<file path="src/rtl/pf_tile_engine.sv">
`default_nettype none
// ============================================================================
// Module   : pf_tile_engine
// Brief    : Scrolling tile playfield: map/tile-ROM pixel pipeline with
//            per-channel crash/skid collision flags.
// Revision : 1.0  initial release
// ============================================================================
module pf_tile_engine #(
    parameter int TILE_BITS = 4,
    parameter int MAP_BITS  = 4,
    parameter int PIX_W     = 1,
    parameter int NUM_CH    = 1
) (
    input  logic                                 i_clk6,
    input  logic                                 i_reset_n,
    input  logic [7:0]                           i_bd,
    input  logic                                 i_php_load_n,
    input  logic                                 i_pvp_load_n,
    input  logic                                 i_line_start,
    input  logic                                 i_frame_start,
    input  logic                                 i_active,
    input  logic                                 i_window,
    output logic [2*MAP_BITS-1:0]                o_map_adr,
    input  logic [7:0]                           i_map_q,
    output logic [4+TILE_BITS-1:0]               o_rom_adr,
    input  logic [(2**TILE_BITS)*PIX_W-1:0]      i_rom_q,
    input  logic [NUM_CH-1:0]                    i_car_video,
    input  logic [NUM_CH-1:0]                    i_clear_n,
    output logic [PIX_W-1:0]                     o_pix,
    output logic [1:0]                           o_pcc,
    output logic                                 o_pfld,
    output logic                                 o_pf_wndo,
    output logic [NUM_CH-1:0]                    o_crash_flag,
    output logic [NUM_CH-1:0]                    o_skid_flag
);

    localparam int c_TILE_PIX = 2**TILE_BITS;

    if (TILE_BITS + MAP_BITS != 8) begin : g_bad_geometry
        $error("pf_tile_engine: TILE_BITS + MAP_BITS must equal 8");
    end
    if (PIX_W < 1 || PIX_W > 4) begin : g_bad_pix_w
        $error("pf_tile_engine: PIX_W must be 1..4");
    end
    if (NUM_CH < 1 || NUM_CH > 8) begin : g_bad_num_ch
        $error("pf_tile_engine: NUM_CH must be 1..8");
    end

    logic [7:0]             r_sx, r_sy, r_hx, r_vy;
    logic                   r_line_act;
    logic [TILE_BITS-1:0]   r_s1_fx, r_s1_fy, r_s2_fx;
    logic                   r_s1_act, r_s1_win, r_s2_act, r_s2_win;
    logic [1:0]             r_s2_col;
    logic                   r_s2_skid, r_s2_crash;
    logic [PIX_W-1:0]       r_pix;
    logic [1:0]             r_pcc;
    logic                   r_pfld, r_pf_wndo, r_crash_attr, r_skid_attr;
    logic [NUM_CH-1:0]      r_crash_flag, r_skid_flag;
    logic [PIX_W-1:0]       w_pix_raw;
    logic                   w_wndo;
    logic [NUM_CH-1:0]      w_crash_set, w_skid_set;

    // Scroll registers and counters; a load coincident with a line/frame
    // start leaves the counter reading the previous scroll value.
    always_ff @(posedge i_clk6 or negedge i_reset_n) begin
        if (!i_reset_n) begin
            r_sx       <= 8'd0;
            r_sy       <= 8'd0;
            r_hx       <= 8'd0;
            r_vy       <= 8'd0;
            r_line_act <= 1'b0;
        end else begin
            if (!i_php_load_n) r_sx <= i_bd;
            if (!i_pvp_load_n) r_sy <= i_bd;
            if (i_line_start)  r_hx <= r_sx;
            else if (i_active) r_hx <= r_hx + 8'd1;
            if (i_frame_start) begin
                r_vy       <= r_sy;
                r_line_act <= 1'b0;
            end else if (i_line_start) begin
                if (r_line_act) r_vy <= r_vy + 8'd1;
                r_line_act <= 1'b0;
            end else if (i_active) begin
                r_line_act <= 1'b1;
            end
        end
    end

    assign o_map_adr = {r_vy[7:TILE_BITS], r_hx[7:TILE_BITS]};
    assign o_rom_adr = {i_map_q[3:0], r_s1_fy};

    always_comb begin
        w_pix_raw = '0;
        for (int i = 0; i < c_TILE_PIX; i++) begin
            if (r_s2_fx == TILE_BITS'(i)) w_pix_raw = i_rom_q[i*PIX_W +: PIX_W];
        end
    end

    assign w_wndo = r_s2_act & r_s2_win;

    always_ff @(posedge i_clk6 or negedge i_reset_n) begin
        if (!i_reset_n) begin
            r_s1_fx      <= '0;
            r_s1_fy      <= '0;
            r_s1_act     <= 1'b0;
            r_s1_win     <= 1'b0;
            r_s2_fx      <= '0;
            r_s2_act     <= 1'b0;
            r_s2_win     <= 1'b0;
            r_s2_col     <= 2'd0;
            r_s2_skid    <= 1'b0;
            r_s2_crash   <= 1'b0;
            r_pix        <= '0;
            r_pcc        <= 2'd0;
            r_pfld       <= 1'b0;
            r_pf_wndo    <= 1'b0;
            r_crash_attr <= 1'b0;
            r_skid_attr  <= 1'b0;
        end else begin
            r_s1_fx      <= r_hx[TILE_BITS-1:0];
            r_s1_fy      <= r_vy[TILE_BITS-1:0];
            r_s1_act     <= i_active;
            r_s1_win     <= i_window;
            r_s2_fx      <= r_s1_fx;
            r_s2_act     <= r_s1_act;
            r_s2_win     <= r_s1_win;
            r_s2_col     <= i_map_q[7:6];
            r_s2_skid    <= i_map_q[5];
            r_s2_crash   <= i_map_q[4];
            r_pix        <= w_wndo ? w_pix_raw : '0;
            r_pfld       <= w_wndo & (|w_pix_raw);
            r_pf_wndo    <= w_wndo;
            r_pcc        <= r_s2_col;
            r_crash_attr <= r_s2_crash;
            r_skid_attr  <= r_s2_skid;
        end
    end

    assign w_crash_set = {NUM_CH{r_pfld & r_crash_attr}} & i_car_video;
    assign w_skid_set  = {NUM_CH{r_pfld & r_skid_attr & ~r_crash_attr}} & i_car_video;

    // Sticky flags; a set in the same clock as a clear takes priority.
    always_ff @(posedge i_clk6 or negedge i_reset_n) begin
        if (!i_reset_n) begin
            r_crash_flag <= '0;
            r_skid_flag  <= '0;
        end else begin
            r_crash_flag <= w_crash_set | (r_crash_flag & i_clear_n);
            r_skid_flag  <= w_skid_set  | (r_skid_flag  & i_clear_n);
        end
    end

    assign o_pix        = r_pix;
    assign o_pcc        = r_pcc;
    assign o_pfld       = r_pfld;
    assign o_pf_wndo    = r_pf_wndo;
    assign o_crash_flag = r_crash_flag;
    assign o_skid_flag  = r_skid_flag;

endmodule
`default_nettype wire

</file>
<file path="config.mk">
export PLATFORM = sky130hd
export DESIGN_NAME = pf_tile_engine
export DESIGN_NICKNAME = d
export VERILOG_FILES = /design/src/rtl/pf_tile_engine.sv
export SDC_FILE = /design/constraint.sdc
export NUM_CORES = 1
export LEC_CHECK = 0
export CAP_MARGIN = 0
export CORE_MARGIN = 4
export CORE_UTILIZATION = 38
export CTS_CLUSTER_DIAMETER = 40
export DETAILED_ROUTE_END_ITERATION = 10
export GPL_ROUTABILITY_DRIVEN = 0
export PLACE_DENSITY_LB_ADDON = 0.1
export SYNTH_ARGS = -nofsm -noshare
export SYNTH_HDL_FRONTEND = slang
export SYNTH_SLANG_ARGS = --single-unit
</file>
<file path="constraint.sdc">
create_clock -name i_clk6 -period 1.8 [get_ports i_clk6]
set_clock_uncertainty 0.1 [all_clocks]
set_input_delay 0.45 -clock i_clk6 [delete_from_list [all_inputs] [get_ports i_clk6]]
set_output_delay 0.45 -clock i_clk6 [all_outputs]
set_load 0.1 [all_outputs]
</file>
==> impl_results.html <==
<table>
<tr><th>Metric</th><th>Value</th></tr>
<tr><th colspan="2">Status</th></tr>
<tr><td>Outcome</td><td>finished clean</td></tr>
<tr><th colspan="2">Die</th></tr>
<tr><td>Overall die height</td><td>slightly below 90 um</td></tr>
<tr><td>Total die area</td><td>~7800 sq um</td></tr>
<tr><td>Floorplan row count</td><td>29</td></tr>
<tr><td>Total core area</td><td>about 6300 sq um</td></tr>
<tr><td>Width of the chip</td><td>88.40 um</td></tr>
<tr><td>Boundary Pins</td><td>65</td></tr>
<tr><td>Starting density of the core</td><td>0.3890</td></tr>
<tr><th colspan="2">Cells and area</th></tr>
<tr><td>N_diodes</td><td>0</td></tr>
<tr><td>Area growth, synth to finish</td><td>41.26%</td></tr>
<tr><td>Share of final-layout standard cells stronger than drive strength 1</td><td>0.2530</td></tr>
<tr><td>Final layout net count</td><td>just under 300</td></tr>
<tr><th colspan="2">Clock tree</th></tr>
<tr><td>TritonCTS clock tree</td><td>built</td></tr>
<tr><td>Clock root buffer</td><td>clkbuf_8</td></tr>
<tr><td>Clk sink count</td><td>61</td></tr>
<tr><td>Clk pin slew, worst setup/hold paths</td><td>~0.060 ns</td></tr>
<tr><td>Clock Latency Late Sink</td><td>around 0.32 ns</td></tr>
<tr><td>Maximum clock path buffer count</td><td>2</td></tr>
<tr><td>TritonCTS Buffers</td><td>9</td></tr>
<tr><td>Post-CTS Hold Buffers</td><td>0</td></tr>
<tr><td>H-Tree Depth</td><td>3</td></tr>
<tr><td>Cells resized by post-CTS repair</td><td>0</td></tr>
<tr><td># Post-CTS Setup Buffers</td><td>0</td></tr>
<tr><th colspan="2">Worst setup path</th></tr>
<tr><td>Sort of element at the end of the critical path</td><td>flip-flop</td></tr>
<tr><td>Reg2reg setup slack</td><td>between 0.15 and 0.2 ns</td></tr>
<tr><td>Largest fanout on the critical path</td><td>7</td></tr>
<tr><td>CP arrival</td><td>about 1.7 ns</td></tr>
<tr><td>Depth of the worst register-to-register path</td><td>3</td></tr>
<tr><td>Startpoint of the lowest-slack register-to-register path</td><td>r_s2_fx[0]$_DFF_PN0_</td></tr>
<tr><td>Required time worst endpoint</td><td>1.90 ns</td></tr>
<tr><td>Reg-to-Reg End</td><td>o_pfld$_DFF_PN0_</td></tr>
<tr><td>Kind of start point of the critical path</td><td>flip-flop</td></tr>
<tr><td>CP Class</td><td>flip-flop to flip-flop</td></tr>
<tr><th colspan="2">Logic synthesis</th></tr>
<tr><td>Post-Synthesis Mean Instance Area</td><td>12.73 sq um</td></tr>
<tr><td>Main synth FF type</td><td>dfrtp_1</td></tr>
<tr><td>Flip-flop and latch count after synthesis</td><td>a little over 60</td></tr>
<tr><td>Library cell with the highest instance count after synthesis</td><td>dfrtp_1</td></tr>
<tr><td>Count of cell types in the netlist</td><td>29</td></tr>
<tr><td>Number of enable flip-flop cells after synthesis</td><td>0</td></tr>
<tr><td>Post-synth top area cell</td><td>dfrtp_1</td></tr>
<tr><td>Most common library cells after synthesis</td><td>dfrtp_1 (61), nand2_1 (27), o21ai_0 (18)</td></tr>
<tr><td>Number of nets in the synthesized netlist</td><td>between 200 and 250</td></tr>
<tr><td>Share of synthesized flip-flops with an asynchronous set or reset</td><td>1.000</td></tr>
<tr><td>Cells after synthesis</td><td>roughly 190</td></tr>
<tr><td>Share of the yosys chip area belonging to registers</td><td>0.6215</td></tr>
<tr><td>Most area-consuming cells after synthesis</td><td>dfrtp_1 (62%), mux2_2 (7.8%), nand2_1 (4.1%), buf_4 (4.0%), o21ai_0 (3.7%)</td></tr>
<tr><td>Post-synthesis instance area</td><td>~2500 sq um</td></tr>
<tr><td>Synth warnings</td><td>0</td></tr>
<tr><td>Area share of the largest cell type after synthesis</td><td>0.6215</td></tr>
<tr><th colspan="2">STA</th></tr>
<tr><td>Remaining max-slew budget at the tightest pin</td><td>0.7872</td></tr>
<tr><td>Number of setup violations in the final report</td><td>0</td></tr>
<tr><td>Final count of hold timing violations</td><td>0</td></tr>
<tr><td>Final min period</td><td>approximately 1.6 ns</td></tr>
<tr><td>Upper clock frequency limit</td><td>roughly 0.61 GHz</td></tr>
<tr><td>Post-route fraction of the period consumed by the critical path</td><td>0.9125</td></tr>
<tr><td>Hold Worst Slack</td><td>between 0.015 and 0.02 ns</td></tr>
<tr><td>Slew at the pin closest to its max-slew limit</td><td>~0.32 ns</td></tr>
<tr><td>Unrepaired setup endpoints after global routing</td><td>no</td></tr>
<tr><td>Max-slew violation count</td><td>0</td></tr>
<tr><th colspan="2">Global routing</th></tr>
<tr><td>Pin count of the biggest net entering global routing</td><td>62</td></tr>
<tr><td>Number of antenna violations at the first check in global routing</td><td>0</td></tr>
<tr><td>Via count of the first global-routing pass</td><td>roughly 1700</td></tr>
<tr><td>Wire length of the first global-routing pass</td><td>about 7800 um</td></tr>
<tr><td>Global-route congestion overflow total</td><td>0</td></tr>
<tr><td>GRT Total Usage</td><td>0.1336</td></tr>
<tr><th colspan="2">Place</th></tr>
<tr><td>Count of input and output buffers</td><td>56</td></tr>
<tr><td>Half-perimeter wire length after detailed placement</td><td>3288 um</td></tr>
<tr><th colspan="2">Job</th></tr>
<tr><td>Maximum Capacitance Violations</td><td>0</td></tr>
<tr><th colspan="2">Route</th></tr>
<tr><td>Drt drc</td><td>0</td></tr>
<tr><td>Number of routed nets with antenna violations</td><td>0</td></tr>
<tr><td>Wire length reported by the detailed router</td><td>around 4500 um</td></tr>
<tr><td>Average wire length per cell after detail routing</td><td>between 10 and 15 um</td></tr>
<tr><td>Starting DRT DRC Count</td><td>47</td></tr>
<tr><td>Total iterations of the first detailed-routing run</td><td>4</td></tr>
<tr><td>DR vias/cell</td><td>4.842</td></tr>
<tr><td>Vias</td><td>around 1600</td></tr>
<tr><th colspan="2">Hold path</th></tr>
<tr><td>Worst hold-check path type</td><td>input pin to async pin</td></tr>
<tr><th colspan="2">Power</th></tr>
<tr><td>Power, Total</td><td>roughly 3700 uW</td></tr>
<tr><td>Static leakage</td><td>~0.0015 uW</td></tr>
<tr><td>Worst VDD drop</td><td>between 0.8 and 0.9 mV</td></tr>
<tr><td>Pwr/cell area</td><td>roughly 1100 nW/um^2</td></tr>
</table>
[registers in the layout, summed over array words and instances, names as in the netlist, 2 cells and up]
| register | count |
|---|---|
| r_vy | 8 |
| r_s1_fx | 4 |
| r_s2_fx | 4 |
| r_sx | 8 |
| r_hx | 8 |
| o_pcc | 2 |
| r_s1_fy | 4 |
| r_sy | 8 |
| r_s2_col | 2 |
[how the worst max path moves through the flow]
stage               slack, ns          endpoint  cells after the start            startpoint
detailed placement      -0.09  o_pfld$_DFF_PN0_                      4            i_rom_q[2]
floorplan                0.19             o_pix                      1      o_pfld$_DFF_PN0_
global route             0.03  o_pfld$_DFF_PN0_                      3  r_s2_fx[0]$_DFF_PN0_
global placement        -0.07  o_pfld$_DFF_PN0_                      4            i_rom_q[3]
CTS                      0.15  o_pfld$_DFF_PN0_                      3  r_s2_fx[0]$_DFF_PN0_
finish                   0.16  o_pfld$_DFF_PN0_                      3  r_s2_fx[0]$_DFF_PN0_
[cell type report]
cell class / count / area, sq um
Tap cell: 77 / 96.34
Timing Repair Buffer: 65 / 850.8
Multi-Input combinational cell: 112 / 795.8
Sequential cell: 61 / 1528
Fill cell: 551 / 2844
Clock inverter: 4 / 47.55
Clock buffer: 11 / 151.4
[critical path, cell delays in order (launching register included)]
cell and delay [ns]:
dfrtp_1 0.52, mux4_2 0.55, o311ai_1 0.25, a21oi_1 0.10
[cells by family after synthesis]
| logic type | count (synthesis) | synth area share |
|---|---|---|
| buffers and inverters | 20 | 0.05450 |
| xor gates and xnor gates | 14 | 0.04992 |
| AOI/OAI and AO/OA | 23 | 0.05400 |
| adders and majority gates | 2 | 0.01019 |
| and+or+nand+nor | 50 | 0.09374 |
| DFF | 61 | 0.6215 |
| muxes | 23 | 0.1161 |
[cell usage in the layout (no fill, tap or decap), types with 2 or more instances in the layout]
cell type / netlist / routed
dfrtp_1: 61 / 60
clkdlybuf4s50_1: 0 / 36
nand2_1: 27 / 27
buf_12: 0 / 22
o21ai_0: 18 / 18
mux2_2: 17 / 17
clkbuf_8: 0 / 11
xor2_1: 8 / 8
xnor2_1: 6 / 6
buf_4: 13 / 6
nand4_1: 5 / 5
nand3_1: 4 / 4
nor2_1: 4 / 4
mux2i_1: 3 / 3
nor3_1: 3 / 3
and3_1: 3 / 3
ha_1: 2 / 2
clkinv_2: 0 / 2
[per-layer routing]
layer	global-route usage	vias to the layer above	wire length (um)
li1	-	763	-
met1	0.1588	778	1877
met2	0.2169	47	2204
met3	0.03538	10	329
met4	0.08104	0	88
met5	0	-	0
[through the flow]
| stage | setup WS, ns | utilization | TNS (ns) | cells | instance area [sq um] |
|---|---|---|---|---|---|
| floorplan | 0.1943 | - | 0 | 193 | 2457 |
| global placement | -0.07396 | 0.5180 | -0.07396 | 315 | 3271 |
| finish | 0.1575 | 0.5495 | 0 | 330 | 3470 |
| global route | 0.02688 | 0.5495 | 0 | 330 | 3470 |
| detailed placement | -0.09060 | 0.5180 | -0.09060 | 315 | 3271 |
| CTS | 0.1528 | 0.5495 | 0 | 330 | 3470 |
[report_power, final]
group / switching (uW) / total [uW] / internal, uW
Clock: 492 / 1190 / 702
Sequential: 142 / 1660 / 1520
Combinational: 497 / 890 / 394
Total: 1130 / 3750 / 2610
Note: power is estimated with default switching activity, not from simulation.
